### config.mk
export PLATFORM = sky130hd
export DESIGN_NAME = fir_ctrl_flat
export DESIGN_NICKNAME = d
export VERILOG_FILES = /design/src/rtl/fir_ctrl_if.sv /design/src/rtl/fir_ctrl.sv /design/src/flat_wrapper.sv
export SDC_FILE = /design/constraint.sdc
export NUM_CORES = 1
export LEC_CHECK = 0
export ABC_CLOCK_PERIOD_IN_PS = 1600
export CAP_MARGIN = 10
export CORE_AREA = 2 2 39 41
export DETAILED_ROUTE_END_ITERATION = 7
export DIE_AREA = 0 0 41 43
export HOLD_SLACK_MARGIN = 0.1
export SLEW_MARGIN = 20
export SYNTH_ARGS = -nofsm -noshare
export SYNTH_HDL_FRONTEND = slang
export SYNTH_SLANG_ARGS = --single-unit
### constraint.sdc
create_clock -name clk -period 1.6 [get_ports clk]
set_clock_uncertainty 0.1 [all_clocks]
set_input_delay 0.24 -clock clk [delete_from_list [all_inputs] [get_ports clk]]
set_output_delay 0.24 -clock clk [all_outputs]
set_load 0.01 [all_outputs]
### src/rtl/fir_ctrl_if.sv
// Handshake and control bundle between the FIR sequencer and its datapath.
// The datapath side (master) presents samples and the tap-counter carry;
// the sequencer side (slave) returns the strobes that steer the datapath.
interface fir_ctrl_if;
  logic input_valid;
  logic co;
  logic ready;
  logic shift_en;
  logic cnt_clr;
  logic cnt_en;
  logic acc_clr;
  logic acc_en;
  logic output_valid;

  modport master (
    output input_valid,
    output co,
    input  ready,
    input  shift_en,
    input  cnt_clr,
    input  cnt_en,
    input  acc_clr,
    input  acc_en,
    input  output_valid
  );

  modport slave (
    input  input_valid,
    input  co,
    output ready,
    output shift_en,
    output cnt_clr,
    output cnt_en,
    output acc_clr,
    output acc_en,
    output output_valid
  );
endinterface

### src/rtl/fir_ctrl.sv
// FIR filter sequencer: a Moore FSM that loads one sample, walks the
// external tap counter through every coefficient while the MAC accumulates,
// waits out the MAC pipeline, then strobes the result as valid.
// States are one-hot so every output is a single flop bit and cannot glitch.
module fir_ctrl #(
  parameter int PIPE_LAT = 2
) (
  input  logic      clk,
  input  logic      rst,
  fir_ctrl_if.slave bus
);

  typedef enum logic [4:0] {
    IDLE  = 5'b00001,
    LOAD  = 5'b00010,
    CALC  = 5'b00100,
    DRAIN = 5'b01000,
    DONE  = 5'b10000
  } state_t;

  // Last drain-counter value before leaving DRAIN; unused when PIPE_LAT is 0.
  localparam logic [3:0] DRAIN_LAST = (PIPE_LAT > 0) ? 4'(PIPE_LAT - 1) : 4'd0;

  state_t     state;
  state_t     state_next;
  logic [3:0] drain_cnt;

  // State register; reset drops straight back to IDLE without a clock edge.
  always_ff @(posedge clk or posedge rst) begin
    if (rst) begin
      state <= IDLE;
    end else begin
      state <= state_next;
    end
  end

  // Drain counter is held at zero outside DRAIN so it starts from zero on entry.
  always_ff @(posedge clk or posedge rst) begin
    if (rst) begin
      drain_cnt <= 4'd0;
    end else if (state == DRAIN) begin
      drain_cnt <= drain_cnt + 4'd1;
    end else begin
      drain_cnt <= 4'd0;
    end
  end

  // Next-state logic; input_valid only matters in IDLE and co only in CALC.
  always_comb begin
    state_next = state;
    case (state)
      IDLE: begin
        if (bus.input_valid) begin
          state_next = LOAD;
        end
      end
      LOAD: begin
        state_next = CALC;
      end
      CALC: begin
        if (bus.co) begin
          state_next = (PIPE_LAT > 0) ? DRAIN : DONE;
        end
      end
      DRAIN: begin
        if (drain_cnt == DRAIN_LAST) begin
          state_next = DONE;
        end
      end
      DONE: begin
        state_next = IDLE;
      end
      default: begin
        state_next = IDLE;
      end
    endcase
  end

  // Output decode: each strobe is a single state bit of the one-hot register.
  always_comb begin
    bus.ready        = state[0];
    bus.shift_en     = state[1];
    bus.cnt_clr      = state[1];
    bus.acc_clr      = state[1];
    bus.cnt_en       = state[2];
    bus.acc_en       = state[2];
    bus.output_valid = state[4];
  end

endmodule
### src/flat_wrapper.sv
// flat-port wrapper written by rule: the top's interface ports become plain ports
module fir_ctrl_flat 
#(
  parameter int PIPE_LAT = 2
)
  (clk, rst, bus_input_valid, bus_co, bus_ready, bus_shift_en, bus_cnt_clr, bus_cnt_en, bus_acc_clr, bus_acc_en, bus_output_valid);
  fir_ctrl_if bus_i ();
  input  logic clk;
  input  logic rst;
  input wire logic [$bits(bus_i.input_valid)-1:0] bus_input_valid;
  input wire logic [$bits(bus_i.co)-1:0] bus_co;
  output wire logic [$bits(bus_i.ready)-1:0] bus_ready;
  output wire logic [$bits(bus_i.shift_en)-1:0] bus_shift_en;
  output wire logic [$bits(bus_i.cnt_clr)-1:0] bus_cnt_clr;
  output wire logic [$bits(bus_i.cnt_en)-1:0] bus_cnt_en;
  output wire logic [$bits(bus_i.acc_clr)-1:0] bus_acc_clr;
  output wire logic [$bits(bus_i.acc_en)-1:0] bus_acc_en;
  output wire logic [$bits(bus_i.output_valid)-1:0] bus_output_valid;
  assign bus_i.input_valid = bus_input_valid;
  assign bus_i.co = bus_co;
  assign bus_ready = bus_i.ready;
  assign bus_shift_en = bus_i.shift_en;
  assign bus_cnt_clr = bus_i.cnt_clr;
  assign bus_cnt_en = bus_i.cnt_en;
  assign bus_acc_clr = bus_i.acc_clr;
  assign bus_acc_en = bus_i.acc_en;
  assign bus_output_valid = bus_i.output_valid;
  fir_ctrl #(.PIPE_LAT(PIPE_LAT)) u_core (.clk(clk), .rst(rst), .bus(bus_i));
endmodule
==> flow_summary.yaml, run 1 <==
cells_and_area:
  layout_common_cells: "nor2_1, buf_4, dlymetal6s2s_1, dfrtp_1, clkdlybuf4s50_1"
  syn_to_final_growth_pct: 42.1
  postLayoutCellArea_um2: 621
  layout-drive-gt1-share_pct: 26.8
  antenna_cells: 0
  fin_nets: 63
critical_path:
  crit_chain: "clkdlybuf4s50_1"
  cp_top_family: "buffers and inverters"
  worstPathArrival_ns: 1.21
  r2r_slack_ns: 0.06
  cp_max_fo: 7
  cp-start-kind: "flop"
  critPathKind: "reg -> out"
  r2r_end: "u_core.state[0]$_DFFE_PP1P_"
  worstReg2RegStart: "u_core.state[0]$_DFFE_PP1P_"
  critPathCaptureType: "output port"
  r2r_cells: 3
  path_buf_inv: 1
  max_stage_delay_ns: 0.55
  critPathLaunch: "u_core.state[1]$_DFFE_PP0P_"
  cp.depth: 1
  cp_slowest_cell: "clkdlybuf4s50_1"
  endpoint: "bus_cnt_clr"
  critPathRequiredTime_ns: 1.26
detailed_routing:
  drtIter0Drc: 2
  drt-pass1-iter-count: 2
  wirelength_um: 757
  vias: 336
  vias_per_cell: 4.67
  avgRoutedWirePerCell_um: 10.5
  route.detailed.drc: 0
  ant_nets: 0
clocking:
  tritoncts: "yes"
  clock-sinks: 9
  clockBufferDepth: 2
  holdBufCountCts: 0
  root_buffer: "clkbuf_4"
  htreeDepth: 1
  insertion_delay_ns: 0.25
  cts_buffers: 3
  cts.clk_slew.worst_paths_ns: 0.05
yosys:
  syn_inst: 39
  synth_cell_types: 19
  synth_area_um2: 437
  synth.top_cell.area_share_pct: 45.8
  yosysSeqAreaShare_pct: 51.9
  synth.avg_cell_area_um2: 11.2
  synth_nets: 45
  yosysWarningCount: 0
  ys_top_cells_by_area: "dfrtp_1, dfstp_2, ha_1, buf_4, nor2_1"
  postSynthRegisterBits: 9
  synth_top_cell_by_area: "dfrtp_1"
power_and_ir_drop:
  power_leakage_nw: 0.347
  ir_drop_uv: 511
  p_per_area_mw_per_mm2: 1210
place:
  hpwl_um: 567
  pre_cts_ws_ns: 0.0602
  port_buffers: 10
  place_congestion: 0.694
  dpl-instance-area_um2: 564
floorplan:
  die_h_um: 43
  fp.dieArea_mm2: 0.00176
  die_w_um: 41
  start_util_pct: 31.6
  rows: 14
  io_pins: 11
  core-area_mm2: 0.00138
sta:
  slew_headroom_pct: 75.4
  clock.fmax_mhz: 647
  final.min_clock_period_ns: 1.55
  drv_slew: 0
  worstMarginPinSlew_ns: 0.359
  setup_viol: 0
  period_share_pct: 96.6
  setup_ws_ns: 0.0543
  rsz0062_at_grt: "false"
  hold_viol: 0
  finalSetupTns_ns: 0
grt:
  grt_max_degree: 10
  gr-total-overflow: 0
  grt_pass1_wl_mm: 1.21
  grt_usage_pct: 10.7
  grt_pass1_vias: 297
  antenna_found_initial: 0
outcome:
  status: "completed"
job:
  cap_violations: 0
worst_hold_path:
  hold_class: "in -> async"
==> what timing repair did <==
item / CTS / global route
resized for setup: 4 / 5
buffers inserted: 0 / 2
endpoints found under the hold margin: 0 / 0
setup endpoints to repair: 7 / 6
==> per-layer routing <==
metal / vias to the layer above / part of all wire [%] / track usage, %
met2: 12 / 45 / 16.6
met3: 2 / 8.7 / 3.14
met5: - / 0 / 0
met1: 150 / 45 / 11.5
li1: 172 / - / -
met4: 0 / 1.6 / 8.00
==> stage by stage <==
step	util (%)	instances	hold slack [ns]	total power [mW]
finish	44.8	72	0.140	0.752
global route	44.8	72	0.185	0.811
CTS	42.9	70	0.142	0.753
detailed placement	40.8	66	0.418	0.587
global placement	40.8	66	0.426	0.587
floorplan	-	39	-0.0328	0.471
==> cell families (layout without fill, tap and decap cells) <==
| logic type | Yosys count | count (layout) | synth area share, % |
|---|---|---|---|
| AND/OR/NAND/NOR | 17 | 17 | 23.2 |
| multiplexers | 1 | 1 | 2.29 |
| flip-flops | 9 | 9 | 51.9 |
| adder cells (fa/ha/maj) | 2 | 2 | 5.73 |
| XOR/XNOR | 3 | 3 | 6.02 |
| AO/OA/AOI/OAI | 2 | 2 | 4.01 |
| buffers and inverters | 5 | 22 | 6.88 |
==> Yosys cell counts <==
library cell  number
xor2_1             2
a221oi_1           1
xnor2_1            1
nor3_1             1
nor3b_2            1
dfrtp_1            8
dfstp_2            1
a2111oi_0          1
nand2_1            1
or4b_1             1
or3b_2             1
nor2_1             6
nand3_1            1
ha_1               2
mux2i_1            1
nand3b_1           2
inv_1              2
nor4_1             3
buf_4              3
==> worst reg2reg max path: cells and delay by family, from the launching register on <==
family,cells,cell delay (ns)
AO/OA/AOI/OAI,1,0.08
flip-flops,1,0.57
AND/OR/NAND/NOR,2,0.70
==> power by group <==
part / switching [mW] / total (mW) / internal [mW]
registers: 0.0471 / 0.316 / 0.269
logic: 0.108 / 0.271 / 0.163
clock network: 0.0692 / 0.165 / 0.0954
==> sequential cells by signal, summed over array words and instances (netlist names) <==
signal,count
u_core.drain_cnt,4
u_core.state,5
==> cell type report <==
class                      instances  area [um^2]
multi-input combinational         25          180
timing repair buffer              16          156
sequential                         9          230
clock buffer                       4         26.3
fill                             149          763
tap                               16         20.0
inverter                           2         7.51
==> worst min-delay path by stage <==
stage | from | end | depth (start not counted)
finish | rst | u_core.drain_cnt[1]$_DFF_PP0_ | 2
global route | rst | u_core.drain_cnt[1]$_DFF_PP0_ | 2
CTS | rst | u_core.drain_cnt[3]$_DFF_PP0_ | 2
detailed placement | rst | u_core.drain_cnt[1]$_DFF_PP0_ | 2
global placement | rst | u_core.state[4]$_DFFE_PP0P_ | 2
floorplan | rst | u_core.drain_cnt[0]$_DFF_PP0_ | 1
Power figures use the tool's default switching activity.
==> run 2: changes to the inputs <==
CELL_PAD_IN_SITES_DETAIL_PLACEMENT = 0   (was not set)
CELL_PAD_IN_SITES_GLOBAL_PLACEMENT = 1   (was not set)
PLACE_DENSITY_LB_ADDON = 0.1   (was not set)
==> run 2 against run 1 <==
  * Sequential cell count stayed put
  * Sequential share of layout area rose by 0.33 points
  * Sequential power down 2%
  * Non-clock buffer count is the same
  * Highest routed layer is now met3
==> flow_summary.yaml, run 2 (synthesis gave the netlist of run 1 again) <==
detailed_routing:
  vias: 350
  drtIter0Drc: 0
  route.detailed.drc: 0
  ant_nets: 0
  vias_per_cell: 4.86
  avgRoutedWirePerCell_um: 12.7
  wirelength_um: 911
  drt-pass1-iter-count: 1
job:
  cap_violations: 0
cells_and_area:
  largest_register: "u_core.state"
  n_fill_cell: 141
  reg.largest.list: "u_core.state: 5 flops, u_core.drain_cnt: 4 flops"
  fin_nets: 63
  fin_cells: 72
  syn_to_final_growth_pct: 40.1
  layout-drive-gt1-share_pct: 25.0
  register_area_um2: 229
  antenna_cells: 0
  largest_reg_flops: 5
  postLayoutCellArea_um2: 612
  layout_commonest_cell: "clkdlybuf4s50_1"
  multi_input_area_um2: 180
  final_util_pct: 44.2
  layout_common_cells: "clkdlybuf4s50_1, nor2_1, buf_4, dfrtp_1"
power_and_ir_drop:
  power_leakage_nw: 0.295
  p_sw_share_pct: 30.2
  p_per_area_mw_per_mm2: 1240
  power_frac_clock_pct: 22.4
  combPwrFrac_pct: 37.0
  internal_power_mw: 0.531
  ir_drop_uv: 535
  p_sw_mw: 0.229
  p_seq_share_pct: 40.6
floorplan:
  core-area_mm2: 0.00138
  die_h_um: 43
  die_w_um: 41
  start_util_pct: 31.6
  fp.dieArea_mm2: 0.00176
  rows: 14
  io_pins: 11
clocking:
  clock-sinks: 9
  insertion_delay_ns: 0.25
  cts_buffers: 3
  htreeDepth: 1
  tritoncts: "yes"
  cts.clk_slew.worst_paths_ns: 0.06
  root_buffer: "clkbuf_4"
  clockBufferDepth: 2
critical_path:
  critPathCaptureType: "flop"
  max_stage_delay_ns: 0.48
  worstPathArrival_ns: 1.62
  critPathKind: "reg -> reg"
  cp_top_family: "simple AND/OR/NAND/NOR gates"
  r2r_end: "u_core.state[0]$_DFFE_PP1P_"
  worstReg2RegStart: "u_core.state[1]$_DFFE_PP0P_"
  cp_max_fo: 6
  r2r_cells: 4
  crit_chain: "buf_4 -> or4b_1 -> nor3b_2 -> a221oi_1"
  path_buf_inv: 1
  critPathRequiredTime_ns: 1.67
  cp-start-kind: "flop"
  cp_slowest_cell: "or4b_1"
  r2r_slack_ns: 0.06
grt:
  grt_pass1_wl_mm: 1.43
  grt_pass1_vias: 348
  gr-total-overflow: 0
  antenna_found_initial: 0
  grt_max_degree: 10
  grt_usage_pct: 12.6
place:
  dpl-instance-area_um2: 549
  port_buffers: 10
  dpl.cell_count: 64
  hpwl_um: 668
  place_congestion: 0.670
  pre_cts_ws_ns: 0.0710
sta:
  setup_ws_ns: 0.0571
  clock.fmax_mhz: 648
  rsz0062_at_grt: "true"
  setup_viol: 0
  final.min_clock_period_ns: 1.54
  period_share_pct: 96.4
  drv_slew: 0
  hold_viol: 0
  slew_headroom_pct: 78.0
  worstMarginPinSlew_ns: 0.322
worst_hold_path:
  hold_class: "in -> async"
outcome:
  status: "completed"
-- run 2: cell count changes in the layout (fill, tap and decap cells not counted), sizes merged --
cell / delta
dlymetal6s2s: -3
clkdlybuf4s50: +3
-- run 2: what timing repair did --
item                       in CTS  in global routing
setup endpoints to repair       5                  5
setup buffers                   2                  2
gates resized for setup         3                  2
cloned                          0                  0
hold buffers                    0                  0
pin swaps                       0                  1
-- run 2: worst max-delay path by stage --
stage,start,to,slack (ns),depth (start not counted)
2_1_floorplan,u_core.state[0]$_DFFE_PP1P_,u_core.state[0]$_DFFE_PP1P_,0.12,3
3_3_place_gp,u_core.state[0]$_DFFE_PP1P_,u_core.state[0]$_DFFE_PP1P_,0.11,3
3_5_place_dp,u_core.state[0]$_DFFE_PP1P_,u_core.state[0]$_DFFE_PP1P_,0.07,3
4_1_cts,u_core.state[4]$_DFFE_PP0P_,bus_output_valid,0.007,1
5_1_grt,u_core.state[1]$_DFFE_PP0P_,u_core.state[0]$_DFFE_PP1P_,-0.01,4
6_report,u_core.state[1]$_DFFE_PP0P_,u_core.state[0]$_DFFE_PP1P_,0.06,4
-- run 2: cell type report --
class                           count  share of cell area, %
Clock buffer                        4                   4.29
Multi-Input combinational cell     25                   29.4
Sequential cell                     9                   37.4
Tap cell                           16                   3.27
Inverter                            2                   1.23
Timing Repair Buffer               16                   24.3
-- run 2: metrics by stage --
stage,power [mW],TNS (ns),hold slack (ns)
after floorplan,0.471,0,-0.0328
after global placement,0.575,0,0.414
after detailed placement,0.584,0,0.425
after CTS,0.786,0,0.142
after global routing,0.827,-0.0104,0.165
final,0.760,0,0.143
-- run 2: metal layers --
metal / vias up / share of wire, % / GRT usage, %
li1: 171 / - / -
met1: 169 / 39 / 13.0
met2: 10 / 55 / 20.9
met3: 0 / 5.8 / 3.14
met4: 0 / 0 / 8.00
met5: - / 0 / 0
-- run 2: power groups by stage --
stage	clock network (mW)	registers [mW]	logic, mW
3_5_place_dp	0	0.328	0.256
3_3_place_gp	0	0.321	0.255
2_1_floorplan	0	0.332	0.139
6_report	0.170	0.309	0.281
4_1_cts	0.183	0.312	0.291
5_1_grt	0.200	0.317	0.310
==> run 3: changes to the inputs <==
CTS_BUF_LIST = sky130_fd_sc_hd__clkbuf_2 sky130_fd_sc_hd__clkbuf_4 sky130_fd_sc_hd__clkbuf_8   (was not set)
GPL_ROUTABILITY_DRIVEN = 0   (was not set)
SETUP_SLACK_MARGIN = 0.15   (was not set)
==> run 3 against run 2 <==
  * Sequential cell count stayed put
  * Via count is 8.3% higher
  * Combinational power is 46% higher
  * Critical endpoint unchanged
  * Hold slack worse by 0.0016 ns
  * Sequential power is 6.5% lower
  * Critical path type unchanged
  * Clock power is 11% higher
  * Largest power group is now combinational logic
==> flow_summary.yaml, run 3 (synthesis gave the netlist of run 1 again) <==
clocking:
  cts_buffers: 3
  cts.clk_slew.worst_paths_ns: 0.06
  htreeDepth: 1
  root_buffer: "clkbuf_4"
  holdBufCountCts: 0
  insertion_delay_ns: 0.25
  clockBufferDepth: 2
  clock-sinks: 9
  tritoncts: "yes"
cells_and_area:
  antenna_cells: 0
  largest_register: "u_core.state"
  layout_commonest_cell: "buf_4"
  postLayoutCellArea_um2: 663
  n_fill_cell: 136
  largest_reg_flops: 5
  fin_nets: 67
  final_util_pct: 47.9
  layout-drive-gt1-share_pct: 38.3
  syn_to_final_growth_pct: 51.9
  reg.largest.list: "u_core.state: 5 flops, u_core.drain_cnt: 4 flops"
  layout_common_cells: "buf_4, dfrtp_1, nor2_1, dlygate4sd2_1, clkbuf_4"
power_and_ir_drop:
  ir_drop_uv: 392
  power_leakage_nw: 0.321
  p_per_area_mw_per_mm2: 1340
detailed_routing:
  avgRoutedWirePerCell_um: 13.6
  route.detailed.drc: 0
  drt-pass1-iter-count: 2
  vias_per_cell: 4.99
  vias: 379
  wirelength_mm: 1.03
  drtIter0Drc: 4
  ant_nets: 0
sta:
  finalSetupTns_ns: 0
  hold_viol: 0
  clock.fmax_mhz: 652
  rsz0062_at_grt: "true"
  worstMarginPinSlew_ns: 0.347
  slew_headroom_pct: 76.7
  drv_slew: 0
  setup_viol: 0
  period_share_pct: 95.9
  final.min_clock_period_ns: 1.53
worst_hold_path:
  hold_class: "in -> async"
floorplan:
  fp.dieArea_mm2: 0.00176
  rows: 14
  start_util_pct: 31.6
  die_h_um: 43
  core-area_mm2: 0.00138
  io_pins: 11
  die_w_um: 41
critical_path:
  r2r_cells: 4
  critPathKind: "reg -> reg"
  worstReg2RegStart: "u_core.state[2]$_DFFE_PP0P_"
  critPathCaptureType: "flop"
  worstPathArrival_ns: 1.60
  cp-start-kind: "flop"
  critPathRequiredTime_ns: 1.67
  r2r_slack_ns: 0.07
  critPathLaunch: "u_core.state[2]$_DFFE_PP0P_"
  r2r_end: "u_core.state[0]$_DFFE_PP1P_"
  cp_max_fo: 2
grt:
  antenna_found_initial: 0
  grt_pass1_wl_mm: 1.69
  grt_max_degree: 10
  gr-total-overflow: 0
  grt_usage_pct: 14.8
  grt_pass1_vias: 426
place:
  port_buffers: 10
  dpl-instance-area_um2: 557
  hpwl_um: 708
outcome:
  status: "completed"
job:
  cap_violations: 0
[run 3: area by class of cell]
class / count / area (um^2) / area share [%]
multi-input cells: 25 / 211 / 31.9
well taps: 16 / 20.0 / 3.02
clock buffers: 4 / 30.0 / 4.53
inverters: 2 / 7.51 / 1.13
repair buffers: 20 / 166 / 25.1
flip-flops and latches: 9 / 228 / 34.3
[run 3: how the worst max path moves through the flow]
stage | endpoint | slack (ns) | depth (start not counted)
6_report | u_core.state[0]$_DFFE_PP1P_ | 0.07 | 4
5_1_grt | u_core.state[0]$_DFFE_PP1P_ | 0.03 | 4
4_1_cts | u_core.state[0]$_DFFE_PP1P_ | 0.08 | 4
3_5_place_dp | u_core.state[3]$_DFFE_PP0P_ | 0.05 | 5
3_3_place_gp | u_core.state[0]$_DFFE_PP1P_ | 0.13 | 3
2_1_floorplan | u_core.state[0]$_DFFE_PP1P_ | 0.14 | 3
[run 3: per-layer routing]
metal,up-vias,track usage [%],routed length (um)
li1,176,-,-
met1,188,13.0,339
met2,13,25.3,593
met3,2,4.19,84
met4,0,12.0,17
met5,-,0,0
[run 3: report_power, final]
part	leakage, nW	internal, mW	total, mW	switching (mW)
registers	0.119	0.265	0.289	0.0232
clock network	0.0184	0.113	0.188	0.0751
logic	0.184	0.227	0.411	0.184
total	0.321	0.605	0.888	0.283
[run 3: what timing repair did]
| item | CTS | global route |
|---|---|---|
| endpoints found under the setup margin | 10 | 9 |
| buffers inserted | 7 | 0 |
| pin swaps | 1 | 2 |
| gates resized for setup | 14 | 4 |
[run 3: stage by stage]
step | hold WS [ns] | instances | power, mW | setup slack (ns)
final | 0.141 | 76 | 0.888 | 0.0655
after floorplan | -0.0328 | 39 | 0.469 | 0.138
after global placement | 0.413 | 65 | 0.591 | 0.126
after detailed placement | 0.419 | 65 | 0.598 | 0.0518
after global routing | 0.164 | 76 | 0.949 | 0.0280
after CTS | 0.141 | 76 | 0.877 | 0.0794
[run 3: critical path: stages (launching register included)]
cell	delay, ns
dfrtp_1	0.39
buf_6	0.12
or4b_4	0.54
nor3b_4	0.25
a221oi_2	0.05
